`src/rtl/sat_pred_table_if.sv`:
```
// Lookup/update/control bundle for the saturating-counter prediction table.
// Width parameters must match the table instance that uses this interface.
interface sat_pred_table_if #(
    parameter int IDX_W = 7,
    parameter int CNT_W = 2
);
    logic             flush;
    logic             ready;
    logic             lk_valid;
    logic [IDX_W-1:0] lk_idx;
    logic             pred_valid;
    logic [CNT_W-1:0] pred_cnt;
    logic             pred_taken;
    logic             upd_valid;
    logic [IDX_W-1:0] upd_idx;
    logic             upd_taken;

    modport master (
        output flush, lk_valid, lk_idx, upd_valid, upd_idx, upd_taken,
        input  ready, pred_valid, pred_cnt, pred_taken
    );

    modport slave (
        input  flush, lk_valid, lk_idx, upd_valid, upd_idx, upd_taken,
        output ready, pred_valid, pred_cnt, pred_taken
    );
endinterface

```
`src/rtl/sat_pred_table.sv`:
```
// Branch-prediction table of saturating counters with a self-initialising sweep,
// a 1-cycle lookup port and a 2-stage read-modify-write update pipeline.
module sat_pred_table #(
    parameter int IDX_W    = 7,
    parameter int CNT_W    = 2,
    parameter int INIT_VAL = 1
) (
    input  logic            clk,
    input  logic            reset,
    sat_pred_table_if.slave tbl
);
    localparam int               DEPTH      = 2 ** IDX_W;
    localparam logic [CNT_W-1:0] LP_INIT    = CNT_W'(INIT_VAL);
    localparam logic [CNT_W-1:0] LP_MAX     = {CNT_W{1'b1}};
    localparam logic [CNT_W-1:0] LP_ZERO    = {CNT_W{1'b0}};
    localparam logic [CNT_W-1:0] LP_ONE     = {{(CNT_W-1){1'b0}}, 1'b1};
    localparam logic [IDX_W-1:0] LP_LAST    = {IDX_W{1'b1}};
    localparam logic [IDX_W-1:0] LP_IDX_0   = {IDX_W{1'b0}};
    localparam logic [IDX_W-1:0] LP_IDX_ONE = {{(IDX_W-1){1'b0}}, 1'b1};

    typedef enum logic [0:0] {
        ST_INIT = 1'b0,
        ST_RUN  = 1'b1
    } state_t;

    function automatic logic [CNT_W-1:0] sat_next(input logic [CNT_W-1:0] old,
                                                   input logic taken);
        logic [CNT_W-1:0] res;
        if (taken) begin
            if (old == LP_MAX) res = old;
            else               res = old + LP_ONE;
        end else begin
            if (old == LP_ZERO) res = old;
            else                res = old - LP_ONE;
        end
        return res;
    endfunction

    state_t           r_state;
    logic [IDX_W-1:0] r_ptr;
    logic             r_ready;
    logic             r_pred_valid;
    logic [CNT_W-1:0] r_pred_cnt;
    logic             r_pred_taken;
    logic             r_s1_valid;
    logic [IDX_W-1:0] r_s1_idx;
    logic             r_s1_taken;
    logic [CNT_W-1:0] r_s1_old;
    logic [CNT_W-1:0] r_mem [DEPTH];

    logic             w_run;
    logic             w_s2_we;
    logic [CNT_W-1:0] w_s2_cnt;
    logic             w_lk_acc;
    logic             w_upd_acc;
    logic [CNT_W-1:0] w_lk_cnt;
    logic [CNT_W-1:0] w_upd_old;
    logic             w_mem_we;
    logic [IDX_W-1:0] w_mem_addr;
    logic [CNT_W-1:0] w_mem_data;

    // Request acceptance, S2 write-back value and the bypass/forwarding muxes
    always_comb begin
        w_run     = (r_state == ST_RUN);
        w_s2_we   = w_run && r_s1_valid && !tbl.flush;
        w_s2_cnt  = sat_next(r_s1_old, r_s1_taken);
        w_lk_acc  = w_run && tbl.lk_valid;
        w_upd_acc = w_run && tbl.upd_valid && !tbl.flush;
        if (w_s2_we && (r_s1_idx == tbl.lk_idx)) begin
            w_lk_cnt = w_s2_cnt;
        end else begin
            w_lk_cnt = r_mem[tbl.lk_idx];
        end
        if (w_s2_we && (r_s1_idx == tbl.upd_idx)) begin
            w_upd_old = w_s2_cnt;
        end else begin
            w_upd_old = r_mem[tbl.upd_idx];
        end
    end

    // Single write port: the init sweep owns it outside RUN, the update pipeline inside
    always_comb begin
        w_mem_we   = 1'b0;
        w_mem_addr = r_s1_idx;
        w_mem_data = w_s2_cnt;
        if (!w_run) begin
            w_mem_we   = 1'b1;
            w_mem_addr = r_ptr;
            w_mem_data = LP_INIT;
        end else if (w_s2_we) begin
            w_mem_we   = 1'b1;
        end else begin
            w_mem_we   = 1'b0;
        end
    end

    // Counter storage, deliberately without reset; the sweep initialises it
    always_ff @(posedge clk) begin
        if (w_mem_we) begin
            r_mem[w_mem_addr] <= w_mem_data;
        end
    end

    // Init-sweep / run state machine with registered ready
    always_ff @(posedge clk or posedge reset) begin
        if (reset) begin
            r_state <= ST_INIT;
            r_ptr   <= LP_IDX_0;
            r_ready <= 1'b0;
        end else begin
            case (r_state)
                ST_INIT: begin
                    r_ready <= 1'b0;
                    if (tbl.flush) begin
                        r_ptr <= LP_IDX_0;
                    end else if (r_ptr == LP_LAST) begin
                        r_state <= ST_RUN;
                        r_ptr   <= LP_IDX_0;
                        r_ready <= 1'b1;
                    end else begin
                        r_ptr <= r_ptr + LP_IDX_ONE;
                    end
                end
                ST_RUN: begin
                    if (tbl.flush) begin
                        r_state <= ST_INIT;
                        r_ptr   <= LP_IDX_0;
                        r_ready <= 1'b0;
                    end else begin
                        r_ready <= 1'b1;
                    end
                end
                default: begin
                    r_state <= ST_INIT;
                    r_ptr   <= LP_IDX_0;
                    r_ready <= 1'b0;
                end
            endcase
        end
    end

    // Lookup result register and S1 capture of the update pipeline
    always_ff @(posedge clk or posedge reset) begin
        if (reset) begin
            r_pred_valid <= 1'b0;
            r_pred_cnt   <= LP_ZERO;
            r_pred_taken <= 1'b0;
            r_s1_valid   <= 1'b0;
            r_s1_idx     <= LP_IDX_0;
            r_s1_taken   <= 1'b0;
            r_s1_old     <= LP_ZERO;
        end else begin
            r_pred_valid <= w_lk_acc;
            if (w_lk_acc) begin
                r_pred_cnt   <= w_lk_cnt;
                r_pred_taken <= w_lk_cnt[CNT_W-1];
            end
            r_s1_valid <= w_upd_acc;
            if (w_upd_acc) begin
                r_s1_idx   <= tbl.upd_idx;
                r_s1_taken <= tbl.upd_taken;
                r_s1_old   <= w_upd_old;
            end
        end
    end

    assign tbl.ready      = r_ready;
    assign tbl.pred_valid = r_pred_valid;
    assign tbl.pred_cnt   = r_pred_cnt;
    assign tbl.pred_taken = r_pred_taken;
endmodule
```
`src/flat_wrapper.sv`:
```
// flat-port wrapper written by rule: the top's interface ports become plain ports
module sat_pred_table_flat 
#(
    parameter int IDX_W    = 7,
    parameter int CNT_W    = 2,
    parameter int INIT_VAL = 1
)
  (clk, reset, tbl_flush, tbl_lk_valid, tbl_lk_idx, tbl_upd_valid, tbl_upd_idx, tbl_upd_taken, tbl_ready, tbl_pred_valid, tbl_pred_cnt, tbl_pred_taken);
  sat_pred_table_if #(.IDX_W(IDX_W), .CNT_W(CNT_W)) tbl_i ();
  input  logic clk;
  input  logic reset;
  input wire logic [$bits(tbl_i.flush)-1:0] tbl_flush;
  input wire logic [$bits(tbl_i.lk_valid)-1:0] tbl_lk_valid;
  input wire logic [$bits(tbl_i.lk_idx)-1:0] tbl_lk_idx;
  input wire logic [$bits(tbl_i.upd_valid)-1:0] tbl_upd_valid;
  input wire logic [$bits(tbl_i.upd_idx)-1:0] tbl_upd_idx;
  input wire logic [$bits(tbl_i.upd_taken)-1:0] tbl_upd_taken;
  output wire logic [$bits(tbl_i.ready)-1:0] tbl_ready;
  output wire logic [$bits(tbl_i.pred_valid)-1:0] tbl_pred_valid;
  output wire logic [$bits(tbl_i.pred_cnt)-1:0] tbl_pred_cnt;
  output wire logic [$bits(tbl_i.pred_taken)-1:0] tbl_pred_taken;
  assign tbl_i.flush = tbl_flush;
  assign tbl_i.lk_valid = tbl_lk_valid;
  assign tbl_i.lk_idx = tbl_lk_idx;
  assign tbl_i.upd_valid = tbl_upd_valid;
  assign tbl_i.upd_idx = tbl_upd_idx;
  assign tbl_i.upd_taken = tbl_upd_taken;
  assign tbl_ready = tbl_i.ready;
  assign tbl_pred_valid = tbl_i.pred_valid;
  assign tbl_pred_cnt = tbl_i.pred_cnt;
  assign tbl_pred_taken = tbl_i.pred_taken;
  sat_pred_table #(.IDX_W(IDX_W), .CNT_W(CNT_W), .INIT_VAL(INIT_VAL)) u_core (.clk(clk), .reset(reset), .tbl(tbl_i));
endmodule
```
`config.mk`:
```
export PLATFORM = sky130hd
export DESIGN_NAME = sat_pred_table_flat
export DESIGN_NICKNAME = d
export VERILOG_FILES = /design/src/rtl/sat_pred_table_if.sv /design/src/rtl/sat_pred_table.sv /design/src/flat_wrapper.sv
export SDC_FILE = /design/constraint.sdc
export NUM_CORES = 1
export LEC_CHECK = 0
export ABC_CLOCK_PERIOD_IN_PS = 7300
export BUFFER_PORTS_ARGS = -buffer_cell sky130_fd_sc_hd__buf_2
export CAP_MARGIN = 0
export CORE_UTILIZATION = 50
export DETAILED_ROUTE_END_ITERATION = 8
export GPL_TIMING_DRIVEN = 0
export PLACE_DENSITY = 0.65
export SYNTH_ARGS = -nofsm -noshare
export SYNTH_HDL_FRONTEND = slang
export SYNTH_SLANG_ARGS = --single-unit
```
`constraint.sdc`:
```
create_clock -name clk -period 7.3 [get_ports clk]
set_input_delay 0.365 -clock clk [delete_from_list [all_inputs] [get_ports clk]]
set_output_delay 0.365 -clock clk [all_outputs]
set_load 0.005 [all_outputs]
```
After elaboration in Yosys (flattened, before gate mapping):

Memory sizes are Yosys's and may differ from the RTL's. A register that Yosys moved wholly into a read port is not among the register bits.
Index checks and enable logic that the tools add are counted.

* memories kept: 1
* word-level logic and storage cells: 43
* input port bits: 20
* register bits after elaboration: 21
* output and inout bits: 5
* bits in writable memories: 256

* reduce and logical (&&, ||, !) cells: 8
* multiplexer cells: 18
* bitwise logic cells: 1
* add/sub/neg operators: 3
* equality and inequality tests: 4

Memory list
* u_core.r_mem: words 128, bits a word 2, rd ports 2, clocked after memory_dff 1, wr ports 1, line sat_pred_table.sv:49 `logic [CNT_W-1:0] r_mem [DEPTH];`

Operators with widths (number)
* 7-bit two-way mux: 4
* 7-bit one-hot mux with 2 select lines: 1
* 2-bit two-way mux: 5
* 7-bit by 1-bit adder with 7-bit output, second input constant: 1
* 7-bit == test: 1
* 7-bit == test, second input constant: 1
* 1-bit two-way mux: 7
* 1-bit logical AND: 6
* 2-bit by 1-bit adder with 2-bit output, second input constant: 1
* 2-bit == test, second input constant: 1
* 2-bit zero test: 1
* 2-bit != test, second input constant: 1
* 1-bit one-hot mux with 2 select lines: 1
* 2-bit by 1-bit subtractor with 2-bit output, second input constant: 1
* 1-bit zero test: 1
* 1-bit NOT: 1

Longest topological paths before layout:

* depth in word-level cells: 6
* gate-level depth with buffers: 10
* mapped depth without buffers: 7

Least setup slack after synthesis:

Ideal clock, no wire load.

* path type: register -> register
* start point: register u_core.r_s1_old[1] (read register of u_core.r_mem)
* end point: memory u_core.r_mem[0][0], data pin
* path slack: 2434 ps
* setup time: 872 ps
* stages on the path, launching flop included: 4
* clock period less this slack: 4866 ps
* path buffers: 1
* required time: 6428 ps
* data arrival time: 3994 ps
* path through: dfrtp_1 clkbuf_1 nor2_1 o211ai_1

* longest elaborated chain between the ends: 4
* elaborated cells between the ends (all ways): 6
* classes of those cells: eq/ne (1); mux (4); reduce/logical (1)

RTL lines
* start, declared: line sat_pred_table.sv:48 `logic [CNT_W-1:0] r_s1_old;`
* 2-bit == test / 2-bit zero test (equally long branches): line sat_pred_table.sv:30, sat_pred_table.sv:33
* 2-bit two-way mux (on tied branches): line sat_pred_table.sv:30, sat_pred_table.sv:33
* 2-bit two-way mux *: line sat_pred_table.sv:29 `if (taken) begin`
* 2-bit two-way mux *: line sat_pred_table.sv:86 `if (!w_run) begin`
* named net u_core.w_mem_data[0]: line sat_pred_table.sv:60 `logic [CNT_W-1:0] w_mem_data;`
* end, declared: line sat_pred_table.sv:49

Mark *: on every way through the listed nets, which the timed path passes. The rest lies on a longest branch.

Worst setup path after layout:

* start point: register u_core.r_state
* end point: memory u_core.r_mem[111][0], enable pin

* longest elaborated chain between the ends: 6
* elaborated cells between the ends (all ways): 7
* classes of those cells: mux (5); reduce/logical (2)

RTL lines
* start, declared: line sat_pred_table.sv:39 `state_t r_state;`
* start signal, assigned: line sat_pred_table.sv:107 `r_state <= ST_INIT;`
* start signal, assigned: line sat_pred_table.sv:117 `r_state <= ST_RUN;`
* start signal, assigned: line sat_pred_table.sv:126 `r_state <= ST_INIT;`
* 1-bit logical AND (2 in series): line sat_pred_table.sv:65 `w_s2_we = w_run && r_s1_valid && !tbl.flush;`
* 1-bit two-way mux: line sat_pred_table.sv:90 `end else if (w_s2_we) begin`
* 1-bit two-way mux: line sat_pred_table.sv:86
* 1-bit two-way mux: line sat_pred_table.sv:99 `if (w_mem_we) begin`
* 1-bit two-way mux (implied by the code): line sat_pred_table.sv:100 `r_mem[w_mem_addr] <= w_mem_data;`

Several ways; a longest one is shown, not always the timed one.

==> flow_summary.ini <==
[global_routing]
grt_pass1_vias = 9393
grt_max_degree = 69
grt_pass1_wl_um = 62100
grt-ovfl-total = 0
globalRouteTotalUtil_pct = 30.9
antenna_found_initial = 1

[power_and_ir_drop]
switching_share_pct = 23.6
power_leakage_nw = 5.42
seq_power_share_pct = 50.3
power_frac_comb_pct = 8.1
power.share.clock_pct = 41.5
ir_worst_vdd_v = 0.000183
pwr_density_cell_nw_per_um2 = 219
p_sw_mw = 0.812
p_int_mw = 2.63
total_power_mw = 3.44

[clocking]
clock_latency_ns = 0.57
cts_buffers = 30
clock-root-buffer = clkbuf_16
tritoncts = built
htreeDepth = 1
cts_buffer_depth = 3
clk_pin_slew_worst_paths_ns = 0.06
clock_sinks = 278
cts_resized = 0

[place]
dpl.hpwl_um = 30500
portBuffers = 18
dp_cells = 1346
place_ws_ns = 3.99
gp_congestion = 0.991

[worst_setup_path]
cp_slowest_stage_delay_ns = 0.84
critPathCaptureType = flip-flop
r2r-start = u_core.r_state
crit_slowest_cell = clkbuf_1
r2r-end = u_core.r_mem[111][0]
reg2reg_depth = 7
worst-endpoint-arrival_ns = 3.72
path_class = reg -> reg
required_ns = 7.56
cp_max_fo = 10
cp_cell_sequence = buf_2 -> mux2i_1 -> clkbuf_1 -> nor2_1 -> nand3_1 -> clkbuf_1 -> nor2_1
cp-startpoint = u_core.r_state
startpoint_type = flip-flop
rrSetupSlack_ns = 3.83

[floorplan]
fp.dieArea_um2 = 28900
io_pins = 25
start_util_pct = 50.8
die_w_um = 170
die_h_um = 170
rows = 61
core-area_um2 = 27800

[synthesis]
synth_nets = 960
syn_inst = 939
synth_area_leaders = edfxtp_1, mux4_2, mux4_1, nor2_1, dfrtp_1
synthArstFlopShare_pct = 7.91
avgSynthCellArea_um2 = 15.0
syn-cell-area_um2 = 14100
ys.flop_type = edfxtp_1
ys_seq_area_share_pct = 58.4
synth.distinct_cells = 60
yosysTopAreaCell = edfxtp_1
synth_edf_count = 256
synth.ff_latch_count = 278
yosysWarnings = 0
yosys.area.top_type_share_pct = 54.5

[route]
detail_route.vias_per_cell = 6.77
drc = 0
num_vias = 9498
postRouteAntennaNets = 0
drtIter0Drc = 1346
wl_per_cell_um = 31.0
wl_um = 43400
first_pass_iters = 6

[outcome]
failed_checks = negative hold slack
status = finished with violations

[timing]
finalHoldViolations = 22
rsz0062_at_grt = no
relSlewSlack_pct = 17.0
timing.final.crit_share_pct = 47.5
slew_viol_final = 0
tightestPinTransition_ns = 1.24
skew_ns = 0.0167
setup_viol = 0
finalWorstSetupSlack_ns = 3.83
max_freq_ghz = 0.288
finalWorstPathRequiredPeriod_ns = 3.47
fin_hold_ws_ns = -0.0322

[final_layout]
layout-drive-gt1-share_pct = 20.9
fillers = 2292
areaGrowthSynthToFinish_pct = 11.3
final_nets = 1022
fin_util_pct = 56.5
n_antenna_cell = 0
stdcell_count = 1403

[flow_run]
drv_cap = 0

[min_path]
worstHoldPathType = in -> async
==> cell usage after synthesis (all sizes together), types with 4 or more instances <==
cell type    n
a211oi       5
a21oi       13
a22o        11
a22oi       18
a31oi        8
and3         5
buf         36
clkbuf      32
dfrtp       22
edfxtp     256
inv         12
mux2        10
mux2i       39
mux4       118
nand2       51
nand2b       4
nand3       24
nand4       12
nor2       152
nor2b        5
nor3        12
nor4         4
o21ai       13
o221ai       4
o22ai        6
o32ai        5
or3          4
xnor2       16
==> power groups by stage <==
stage          clock network (mW)  registers (mW)  logic, mW
2_1_floorplan                   0            1.76      0.170
4_1_cts                      1.44            1.73      0.272
6_report                     1.43            1.73      0.280
3_3_place_gp                    0            1.77      0.269
3_5_place_dp                    0            1.77      0.271
5_1_grt                      1.50            1.73      0.288
==> through the flow <==
stage	TNS [ns]	instance area, µm²
after floorplan	0	14100
after global placement	-168.32	14700
after detailed placement	0	14800
after CTS	0	15700
after global routing	0	15700
final	0	15700
==> cells by family after synthesis <==
kind of cell	Yosys count	share of synthesized area, %
AOI/OAI and AO/OA	102	5.20
muxes	167	23.1
buffers and inverters	81	2.93
and+or+nand+nor	291	9.15
DFF	278	58.4
adders and majority gates	2	0.160
xor gates and xnor gates	18	1.12
==> layout make-up <==
type,count,area [µm²],share of cell area [%]
Sequential cell,278,8240,52.4
Clock inverter,17,109,0.693
Buffer,68,365,2.33
Clock buffer,39,806,5.13
Timing Repair Buffer,30,206,1.31
Tap cell,378,473,3.01
Multi-Input combinational cell,580,5460,34.8
Inverter,13,48.8,0.311
==> routing by layer <==
layer  up-vias  share of wire (%)  track usage [%]
met3       156                 12             8.49
met1      4791                 38             41.0
met2       658                 46             47.6
met4         0                5.0             13.9
met5         -                  0                0
li1       3893                  -                -
==> critical path: cells and delay by family, from the launching register on <==
kind / cells / cell delay, ns
simple gates: 3 / 0.75
mux: 1 / 0.46
buf+inv: 3 / 1.48
flops: 1 / 0.47
==> layout by cell type, fill, tap and decap left out, drive strengths merged, types with 4 or more instances in the layout <==
cell type / instances
mux2i: 39
nor3: 12
a22oi: 18
or3: 4
nand2b: 4
a211oi: 5
clkbuf: 71
and3: 5
nor4: 4
clkinv: 16
a21oi: 13
nor2: 152
nand3: 24
a31oi: 8
o32ai: 5
a22o: 11
dfrtp: 22
edfxtp: 256
nand2: 51
o22ai: 6
xnor2: 16
mux2: 10
inv: 12
o221ai: 4
o21ai: 13
buf: 65
nor2b: 5
mux4: 118
nand4: 12
==> how the worst max path moves through the flow <==
| stage | endpoint | slack [ns] |
|---|---|---|
| after floorplan | u_core.r_mem[0][0] | 2.43 |
| after global placement | u_core.r_mem[107][0] | -1.32 |
| after detailed placement | u_core.r_mem[111][1] | 3.99 |
| after CTS | u_core.r_mem[111][0] | 3.96 |
| after global routing | u_core.r_mem[111][0] | 3.75 |
| final | u_core.r_mem[111][0] | 3.83 |
==> sequential cells by signal, indices dropped and copies added, names as in the netlist <==
name,flops
u_core.tbl.pred_cnt,2
u_core.r_ptr,7
u_core.r_state,1
u_core.r_s1_old,2
u_core.tbl.pred_valid,1
u_core.r_s1_valid,1
u_core.r_mem,256
u_core.r_s1_idx,7
u_core.r_s1_taken,1
==> timing repair <==
item / 4_1_cts / 5_1_grt
hold buffers: 1 / 0
endpoints found under the hold margin: 1 / 0
setup buffers: 0 / 0
Note: power is estimated with default switching activity, not from simulation.
